==> src/rtl/pipe_ctrl.sv <==
// pipe_ctrl: pipeline control unit for the RV32 core.
// Merges several hold requesters and the ex-stage jump request into a single
// registered hold level, a one-cycle jump pulse with its target, and a flush
// window for if_id/id_ex. It also counts consecutive stalled cycles.
// Optional feature macro: STALL_WDT_EN enables the stall watchdog (sticky
// wdt_o plus a one-cycle forced release once the stall count hits MAX_STALL).
module pipe_ctrl #(
   parameter int NUM_REQ      = 3,
   parameter int HOLD_W       = 3,
   parameter int PC_W         = 32,
   parameter int FLUSH_CYCLES = 2,
   parameter int CNT_W        = 8,
   parameter int MAX_STALL    = 64
) (
   input  logic                       clk,
   input  logic                       rst,
   input  logic                       jump_flag_i,
   input  logic [PC_W-1:0]            jump_addr_i,
   input  logic [NUM_REQ-1:0]         hold_req_i,
   input  logic [NUM_REQ*HOLD_W-1:0]  hold_lvl_i,
   output logic [HOLD_W-1:0]          hold_flag_o,
   output logic                       jump_flag_o,
   output logic [PC_W-1:0]            jump_addr_o,
   output logic                       flush_o,
   output logic                       busy_o,
   output logic [CNT_W-1:0]           stall_cnt_o,
   output logic                       wdt_o
);

   localparam int FC_W = 4;
   localparam logic [HOLD_W-1:0] HOLD_NONE = '0;
   localparam logic [HOLD_W-1:0] HOLD_ID   = HOLD_W'(3);
   localparam logic [CNT_W-1:0]  CNT_MAX   = '1;

`ifdef STALL_WDT_EN
   localparam bit WDT_EN = 1'b1;
`else
   localparam bit WDT_EN = 1'b0;
`endif

   typedef enum logic [1:0] {
      IDLE  = 2'd0,
      FLUSH = 2'd1,
      STALL = 2'd2
   } state_t;

   state_t              state_q, state_d;
   logic [FC_W-1:0]     flush_cnt_q, flush_cnt_d;
   logic [HOLD_W-1:0]   hold_flag_q, hold_flag_d;
   logic                jump_flag_q, jump_flag_d;
   logic [PC_W-1:0]     jump_addr_q, jump_addr_d;
   logic                flush_q, flush_d;
   logic                busy_q, busy_d;
   logic [CNT_W-1:0]    stall_cnt_q, stall_cnt_d;
   logic                wdt_q, wdt_d;

   logic [HOLD_W-1:0]   lvl_m;
   logic                wdt_trip;

   // Merge the active hold channels into the highest requested level, clamped to HOLD_ID
   always_comb begin
      logic [HOLD_W-1:0] ch_lvl;
      lvl_m  = HOLD_NONE;
      ch_lvl = HOLD_NONE;
      for (int k = 0; k < NUM_REQ; k++) begin
         ch_lvl = hold_lvl_i[k*HOLD_W +: HOLD_W];
         if (ch_lvl > HOLD_ID) begin
            ch_lvl = HOLD_ID;
         end
         if (hold_req_i[k] && (ch_lvl > lvl_m)) begin
            lvl_m = ch_lvl;
         end
      end
   end

   // Watchdog trips when the visible stall count has reached the limit
   always_comb begin
      wdt_trip = WDT_EN && ({{(32-CNT_W){1'b0}}, stall_cnt_q} == 32'(MAX_STALL));
   end

   // Next-state and next-output logic; a jump request always wins over any hold
   always_comb begin
      state_d     = state_q;
      flush_cnt_d = flush_cnt_q;
      hold_flag_d = lvl_m;
      jump_flag_d = 1'b0;
      jump_addr_d = jump_addr_q;
      flush_d     = 1'b0;
      stall_cnt_d = '0;
      wdt_d       = wdt_q;

      if (jump_flag_i) begin
         state_d     = FLUSH;
         flush_cnt_d = FC_W'(FLUSH_CYCLES);
         jump_flag_d = 1'b1;
         jump_addr_d = jump_addr_i;
         flush_d     = 1'b1;
         hold_flag_d = HOLD_NONE;
      end else begin
         case (state_q)
            IDLE: begin
               if (lvl_m != HOLD_NONE) begin
                  state_d = STALL;
               end
            end
            FLUSH: begin
               flush_cnt_d = flush_cnt_q - 1'b1;
               if (flush_cnt_q > FC_W'(1)) begin
                  flush_d = 1'b1;
               end else if (lvl_m != HOLD_NONE) begin
                  state_d = STALL;
               end else begin
                  state_d = IDLE;
               end
            end
            STALL: begin
               if (lvl_m == HOLD_NONE) begin
                  state_d = IDLE;
               end
            end
            default: begin
               state_d = IDLE;
            end
         endcase
      end

      if (hold_flag_d != HOLD_NONE) begin
         stall_cnt_d = (stall_cnt_q == CNT_MAX) ? CNT_MAX : stall_cnt_q + 1'b1;
      end

      if (wdt_trip) begin
         wdt_d       = 1'b1;
         hold_flag_d = HOLD_NONE;
         stall_cnt_d = '0;
         if (state_d == STALL) begin
            state_d = IDLE;
         end
      end
   end

   // Busy simply reflects whether the upcoming state is anything but IDLE
   always_comb begin
      busy_d = (state_d != IDLE);
   end

   // State and output registers; reset clears everything immediately
   always_ff @(posedge clk or posedge rst) begin
      if (rst) begin
         state_q     <= IDLE;
         flush_cnt_q <= '0;
         hold_flag_q <= HOLD_NONE;
         jump_flag_q <= 1'b0;
         jump_addr_q <= '0;
         flush_q     <= 1'b0;
         busy_q      <= 1'b0;
         stall_cnt_q <= '0;
         wdt_q       <= 1'b0;
      end else begin
         state_q     <= state_d;
         flush_cnt_q <= flush_cnt_d;
         hold_flag_q <= hold_flag_d;
         jump_flag_q <= jump_flag_d;
         jump_addr_q <= jump_addr_d;
         flush_q     <= flush_d;
         busy_q      <= busy_d;
         stall_cnt_q <= stall_cnt_d;
         wdt_q       <= wdt_d;
      end
   end

   assign hold_flag_o = hold_flag_q;
   assign jump_flag_o = jump_flag_q;
   assign jump_addr_o = jump_addr_q;
   assign flush_o     = flush_q;
   assign busy_o      = busy_q;
   assign stall_cnt_o = stall_cnt_q;
   assign wdt_o       = wdt_q;

endmodule

==> config.mk <==
export PLATFORM = sky130hd
export DESIGN_NAME = pipe_ctrl
export DESIGN_NICKNAME = d
export VERILOG_FILES = /design/src/rtl/pipe_ctrl.sv
export SDC_FILE = /design/constraint.sdc
export NUM_CORES = 1
export LEC_CHECK = 0
export ABC_AREA = 1
export CORE_UTILIZATION = 40
export CTS_CLUSTER_SIZE = 20
export DETAILED_ROUTE_END_ITERATION = 12
export PLACE_DENSITY = 0.75
export SETUP_SLACK_MARGIN = 0.3
export SYNTH_ARGS = -nofsm -noshare
export SYNTH_HDL_FRONTEND = slang
export SYNTH_SLANG_ARGS = --single-unit
==> constraint.sdc <==
create_clock -name clk -period 2.9 [get_ports clk]
set_clock_uncertainty 0.05 [all_clocks]
set_input_delay 0.87 -clock clk [delete_from_list [all_inputs] [get_ports clk]]
set_output_delay 0.87 -clock clk [all_outputs]
set_load 0.005 [all_outputs]
==> results.py, run 1 <==
metrics = {
    "power": {
        "clock_power_share_pct": 22.6,
        "total_power_uw": 1871,
        "peakVddDrop_mv": 0.2357,
        "p_sw_uw": 549.0,
        "sequentialPowerShare_pct": 46.6,
        "comb_power_share_pct": 30.8,
        "power_density_nw_per_um2": 493.7,
        "swShare_pct": 29.34,
        "leakage_uw": 0.001848,
        "p_int_uw": 1322,
    },
    "synthesis": {
        "synth.area.top_cells": "dfrtp_1 (55%), nand2_1 (19%), ha_1 (4.7%)",
        "synth.distinct_cells": 26,
        "ys.flop_type": "dfrtp_1",
        "synth.most_common_cell": "nand2_1",
        "ys_ff_latch": 52,
        "seq_area_frac_synth_pct": 54.77,
        "yosysTopAreaCell": "dfrtp_1",
        "synth.avg_cell_area_um2": 8.337,
        "syn-instance-count": 285,
        "synthTopCellsByCount": "nand2_1 (120), dfrtp_1 (52), inv_1 (27)",
        "ys_warn_count": 0,
        "yosysTopAreaCellShare_pct": 54.77,
        "ys_async_sr_fraction_pct": 100.0,
        "synth_edf_count": 0,
        "netlist_area_um2": 2376,
    },
    "routing": {
        "num_vias": 2162,
        "first_pass_iters": 5,
        "via_per_inst": 4.532,
        "ant_nets": 0,
        "drc_errors": 0,
        "wirelength_um": 5351,
        "drt_iter0_drc": 110,
        "wl_per_cell_um": 11.22,
    },
    "cells_and_area": {
        "instances_no_fill": 477,
        "area.growth.synth_to_final_pct": 59.50,
        "layout-drive-gt1-share_pct": 22.72,
        "num_antenna_cells": 0,
        "design_area_um2": 3790,
        "fin_nets": 460,
    },
    "cts": {
        "cts_made_buffers": 5,
        "htreeDepth": 2,
        "cts.clk_slew.worst_paths_ns": 0.09,
        "cts_hold_buf": 0,
        "cts-root-buf": "clkbuf_8",
        "cts_tree": "built",
        "clockBufferDepth": 2,
        "clkSinkCount": 52,
        "clk_latency_ns": 0.30,
    },
    "setup_path": {
        "cp_top_family": "simple AND/OR/NAND/NOR gates",
        "worstPathMaxFanout": 8,
        "slowest_delay_ns": 0.27,
        "worstPathCellList": "buf_6, or2_4, ha_4, nand3_1, nand2_2, nand3_2, and2_4, ha_4, nand3b_1, nand2_2, nand3_2, nand2_1, inv_1, nand2_2, nand2_4, clkinv_8, nor2_4",
        "cp-startpoint": "hold_lvl_i[4]",
        "crit_top_cell": "nand2_2",
        "critPathArrivalTime_ns": 2.88,
        "path_buf_inv": 3,
        "path_class": "in -> reg",
        "setup.worst_path.start_class": "input pin",
        "worstPathRequired_ns": 3.03,
        "critPathSlowestCell": "ha_4",
        "cp-end-kind": "register",
        "r2r_start": "stall_cnt_o[0]",
    },
    "floorplan": {
        "die_area_um2": 6252,
        "initial_core_util_pct": 42.37,
        "core_area_um2": 5608,
        "core.rowCount": 27,
        "die_x_um": 79.07,
        "pin_count": 94,
        "dieHeight_um": 79.07,
    },
    "placed_design": {
        "port-buffer-count": 92,
        "dpl.cell_count": 456,
        "placed_area_um2": 3461,
        "hpwl_um": 3733,
        "gp_congestion": 0.7846,
    },
    "timing": {
        "rsz0062_at_grt": "true",
        "setup_viol": 0,
        "hold_viol": 0,
        "fmax_ghz": 0.3643,
        "final-max-slew-violation-count": 0,
        "min_period_ns": 2.745,
        "fin_crit_sh_pct": 94.66,
    },
    "grt": {
        "grt_pass1_vias": 2153,
        "overflow": 0,
        "track_usage_pct": 18.08,
        "grt_first_pass_wirelength_um": 8887,
        "antenna_found_initial": 0,
        "grt_start_max_net_pins": 36,
    },
    "flow_run": {
        "cap_violations": 0,
    },
    "hold_path": {
        "hp-start": "jump_addr_o[26]",
        "hold_path_class": "reg -> reg",
    },
    "status": {
        "status": "complete, no violations",
    },
}
[registers in the layout (all words and copies together) (netlist names)]
name / cells
hold_flag_o: 3
stall_cnt_o: 8
jump_flag_o: 1
jump_addr_o: 32
flush_o: 1
state_q: 2
busy_o: 1
flush_cnt_q: 4
[power groups by stage]
| stage | Combinational (uW) | Clock (uW) | Sequential [uW] |
|---|---|---|---|
| finish | 577 | 422 | 872 |
| global route | 649 | 472 | 885 |
| CTS | 560 | 437 | 872 |
| detailed placement | 504 | 0 | 886 |
| global placement | 492 | 0 | 885 |
| floorplan | 239 | 0 | 887 |
[metal layers]
layer / GRT usage, % / wire length [um] / share of wire, %
met4: 4.364 / 53 / 0.99
met3: 5.402 / 268 / 5.0
met2: 34.57 / 2813 / 53
met5: 0 / 0 / 0
met1: 19.14 / 2216 / 41
[through the flow]
step	util (%)	hold slack, ns	TNS (ns)	worst slack (ns)
after floorplan	-	0.4154	0	0.05328
after global placement	61.71	0.4046	-5.342	-0.4773
after detailed placement	61.71	0.4074	-6.452	-0.5726
after CTS	66.27	0.4304	0	0.1598
after global routing	67.58	0.4570	0	0.04159
final	67.58	0.4216	0	0.1548
[final timing paths]
path	to	slack, ns	cells past startpoint
setup / recovery	stall_cnt_o[6]	0.15	17
hold / removal	jump_addr_o[26]	0.42	2
setup reg to reg	stall_cnt_o[6]	1.39	7
hold reg to reg	jump_addr_o[26]	0.42	2
max in group asynchronous	stall_cnt_o[5]	1.43	3
min in group asynchronous	jump_addr_o[13]	0.84	2
[tightest hold or removal path: stages, from the launching register on]
cell and delay (ns):
dfrtp_1 0.35, nand2_1 0.05, nand2_1 0.04
[cell type report]
type	instances	area, um2
tap	72	90.09
multi-input combinational	199	1077
clock inverter	2	15.01
fill	475	1818
clock buffer	6	82.58
sequential	52	1301
inverter	30	125.1
timing repair buffer	116	1099
[cells in the final DEF (no fill, tap or decap), types with 2 or more instances in the layout]
cell type,count
conb_1,6
a21oi_1,6
buf_2,5
nand4_1,2
o21ai_0,7
nor2_2,8
clkinvlp_4,2
or2_4,2
inv_2,10
nor2_4,5
ha_1,6
ha_4,3
buf_6,4
nor2_1,11
nand3_1,4
buf_4,21
clkbuf_8,6
nand3_2,8
nand2_2,12
nand2_1,111
inv_1,19
dfrtp_1,52
clkdlybuf4s50_1,85
[what timing repair did]
action | in CTS | in global routing
buffers inserted | 12 | 1
resized for setup | 48 | 18
pin swaps | 27 | 17
endpoints found under the setup margin | 12 | 12
[cell families (layout without fill, tap and decap cells)]
family,after synthesis,after routing,share of synthesized area [%]
buf+inv,38,154,6.478
flops,52,52,54.77
fa+ha+maj,9,9,4.739
simple gates,168,168,30.07
xor+xnor,1,1,0.3687
compound gates,15,15,3.265
other cells,2,6,0.3161
(Power assumes the default switching activity.)
==> run 2, diff against run 1 <==
CORE_UTILIZATION = 47   (was 40)
GPL_TIMING_DRIVEN = 0   (was unset)
PLACE_DENSITY = 0.86   (was 0.75)
==> run 2 against run 1 <==
Compared with the run above:
- the flow now finishes with violations (negative setup slack)
- design area fell by 0.13%
- worst hold slack improved by 0.0075 ns
- setup slack worse by 0.20 ns
- critical endpoint is now busy_o
- total power up 5.7%
- die area fell by 15%
- final cell count shrank 0.63%
- clock power rose by 19%
- sequential share of layout area hardly changed
- flip-flop and latch count unchanged
- register-to-register slack better by 0.04 ns
==> results.py, run 2 (same netlist as run 1, synthesis figures left out) <==
metrics = {
    "status": {
        "status": "finished with violations",
        "violations": "negative setup slack",
    },
    "timing": {
        "fin_ws_ns": -0.04645,
        "worst_pin_slew_ns": 0.5548,
        "setup_viol": 11,
        "final-max-slew-violation-count": 0,
        "min_period_ns": 2.946,
        "relSlewSlack_pct": 62.96,
        "rsz0062_at_grt": "true",
        "fmax_ghz": 0.3394,
        "hold_viol": 0,
        "fin_crit_sh_pct": 101.6,
    },
    "grt": {
        "use_met2_pct": 43.83,
        "use_met3_pct": 6.906,
        "antenna_found_initial": 0,
        "grt_pass1_vias": 2291,
        "grt_most_used_layer": "met2",
        "use_met1_pct": 26.95,
        "track_usage_pct": 24.70,
        "overflow": 0,
        "grt_first_pass_wirelength_um": 9970,
        "grt_start_max_net_pins": 28,
    },
    "placed_design": {
        "dp_slack_ns": -0.6634,
        "port-buffer-count": 92,
        "gp_congestion": 0.7831,
        "hpwl_um": 3974,
        "placed_area_um2": 3418,
    },
    "cts": {
        "cts_hold_buf": 0,
        "cts_tree": "built",
        "clk_latency_ns": 0.31,
        "clockBufferDepth": 2,
        "cts_made_buffers": 5,
        "cts-root-buf": "clkbuf_8",
        "cts.clk_slew.worst_paths_ns": 0.09,
        "clkSinkCount": 52,
        "htreeDepth": 2,
    },
    "routing": {
        "first_pass_iters": 4,
        "num_vias": 2240,
        "drt_iter0_drc": 182,
        "wl_per_cell_um": 13.15,
        "wirelength_um": 6233,
        "via_per_inst": 4.726,
        "drc_errors": 0,
        "ant_nets": 0,
    },
    "cells_and_area": {
        "layout-drive-gt1-share_pct": 21.87,
        "area.growth.synth_to_final_pct": 59.29,
        "largest_register_ffs": 32,
        "final_common_cell": "nand2_1",
        "fill_cells": 321,
        "num_antenna_cells": 0,
        "final_cell_mix": "nand2_1 (111), clkdlybuf4s50_1 (85), dfrtp_1 (52)",
        "design_area_um2": 3785,
        "fin_nets": 462,
    },
    "floorplan": {
        "initial_core_util_pct": 49.65,
        "core.rowCount": 25,
        "core_area_um2": 4786,
        "die_area_um2": 5344,
        "pin_count": 94,
        "die_x_um": 73.10,
        "dieHeight_um": 73.10,
    },
    "setup_path": {
        "path_class": "in -> reg",
        "setup.worst_path.start_class": "input pin",
        "cp-end-kind": "register",
        "critPathArrivalTime_ns": 3.08,
        "rrSetupSlack_ns": 1.43,
        "worstPathMaxFanout": 3,
        "worstPathRequired_ns": 3.04,
    },
    "power": {
        "total_power_uw": 1977,
        "peakVddDrop_mv": 0.3117,
        "leakage_uw": 0.001869,
        "power_density_nw_per_um2": 522.5,
    },
    "hold_path": {
        "hold_path_class": "reg -> reg",
    },
    "flow_run": {
        "cap_violations": 0,
    },
}
[run 2: final timing paths]
check,startpoint,end,cells past startpoint
hold reg to reg,jump_addr_o[0],jump_addr_o[0],2
setup / recovery,hold_lvl_i[4],busy_o,19
setup reg to reg,stall_cnt_o[0],stall_cnt_o[6],7
min in group asynchronous,rst,hold_flag_o[2],2
max in group asynchronous,rst,hold_flag_o[0],3
hold / removal,jump_addr_o[0],jump_addr_o[0],2
[run 2: where the power goes]
group / switching [uW] / internal [uW]
clock: 243 / 260
combinational: 289 / 305
sequential: 58.8 / 822
total: 590 / 1390
[run 2: critical path, stage by stage]
cell and delay [ns]:
buf_6 0.09, or2_4 0.26, ha_4 0.28, nand3_2 0.10, nand2_2 0.09, inv_2 0.06, nand2_2 0.08, nand2_2 0.06
and2_4 0.15, ha_4 0.27, nand3b_1 0.10, nand2_2 0.13, nand3_2 0.08, nand2_1 0.09, inv_1 0.06, nand2_2 0.08
nand2_4 0.09, nand2_4 0.08, nand2_2 0.05
[run 2: layout make-up]
class,count,area [um2],share of cell area (%)
clock buffer,5,68.82,1.818
multi-input combinational,199,1075,28.40
clock inverter,3,47.55,1.256
timing repair buffer,110,1050,27.74
inverter,30,120.1,3.174
tap,67,83.83,2.215
sequential,52,1301,34.38
buffer,8,38.79,1.025
[run 2: per-layer routing]
| layer | vias up | routed length, um |
|---|---|---|
| met3 | 17 | 410 |
| met2 | 84 | 3160 |
| li1 | 1104 | - |
| met4 | 0 | 185 |
| met5 | - | 0 |
| met1 | 1035 | 2477 |
[run 2: through the flow]
step	util, %	hold slack [ns]	instances	TNS, ns
2_1_floorplan	-	0.4154	289	0
3_3_place_gp	71.01	0.4022	448	-15.89
3_5_place_dp	71.42	0.4117	449	-7.487
4_1_cts	77.93	0.4343	469	0
5_1_grt	79.09	0.4599	474	-1.243
6_report	79.09	0.4291	474	-0.4005
[run 2: repair_timing]
action	4_1_cts	5_1_grt
endpoints found under the setup margin	12	12
resized for setup	52	10
buffers inserted	12	5
pin swaps	28	17
==> run 3, diff against run 2 <==
CORE_MARGIN = 1   (was unset)
==> results of run 3 <==
Same layout as run 2: the final DEF is identical, and so are final timing and power.
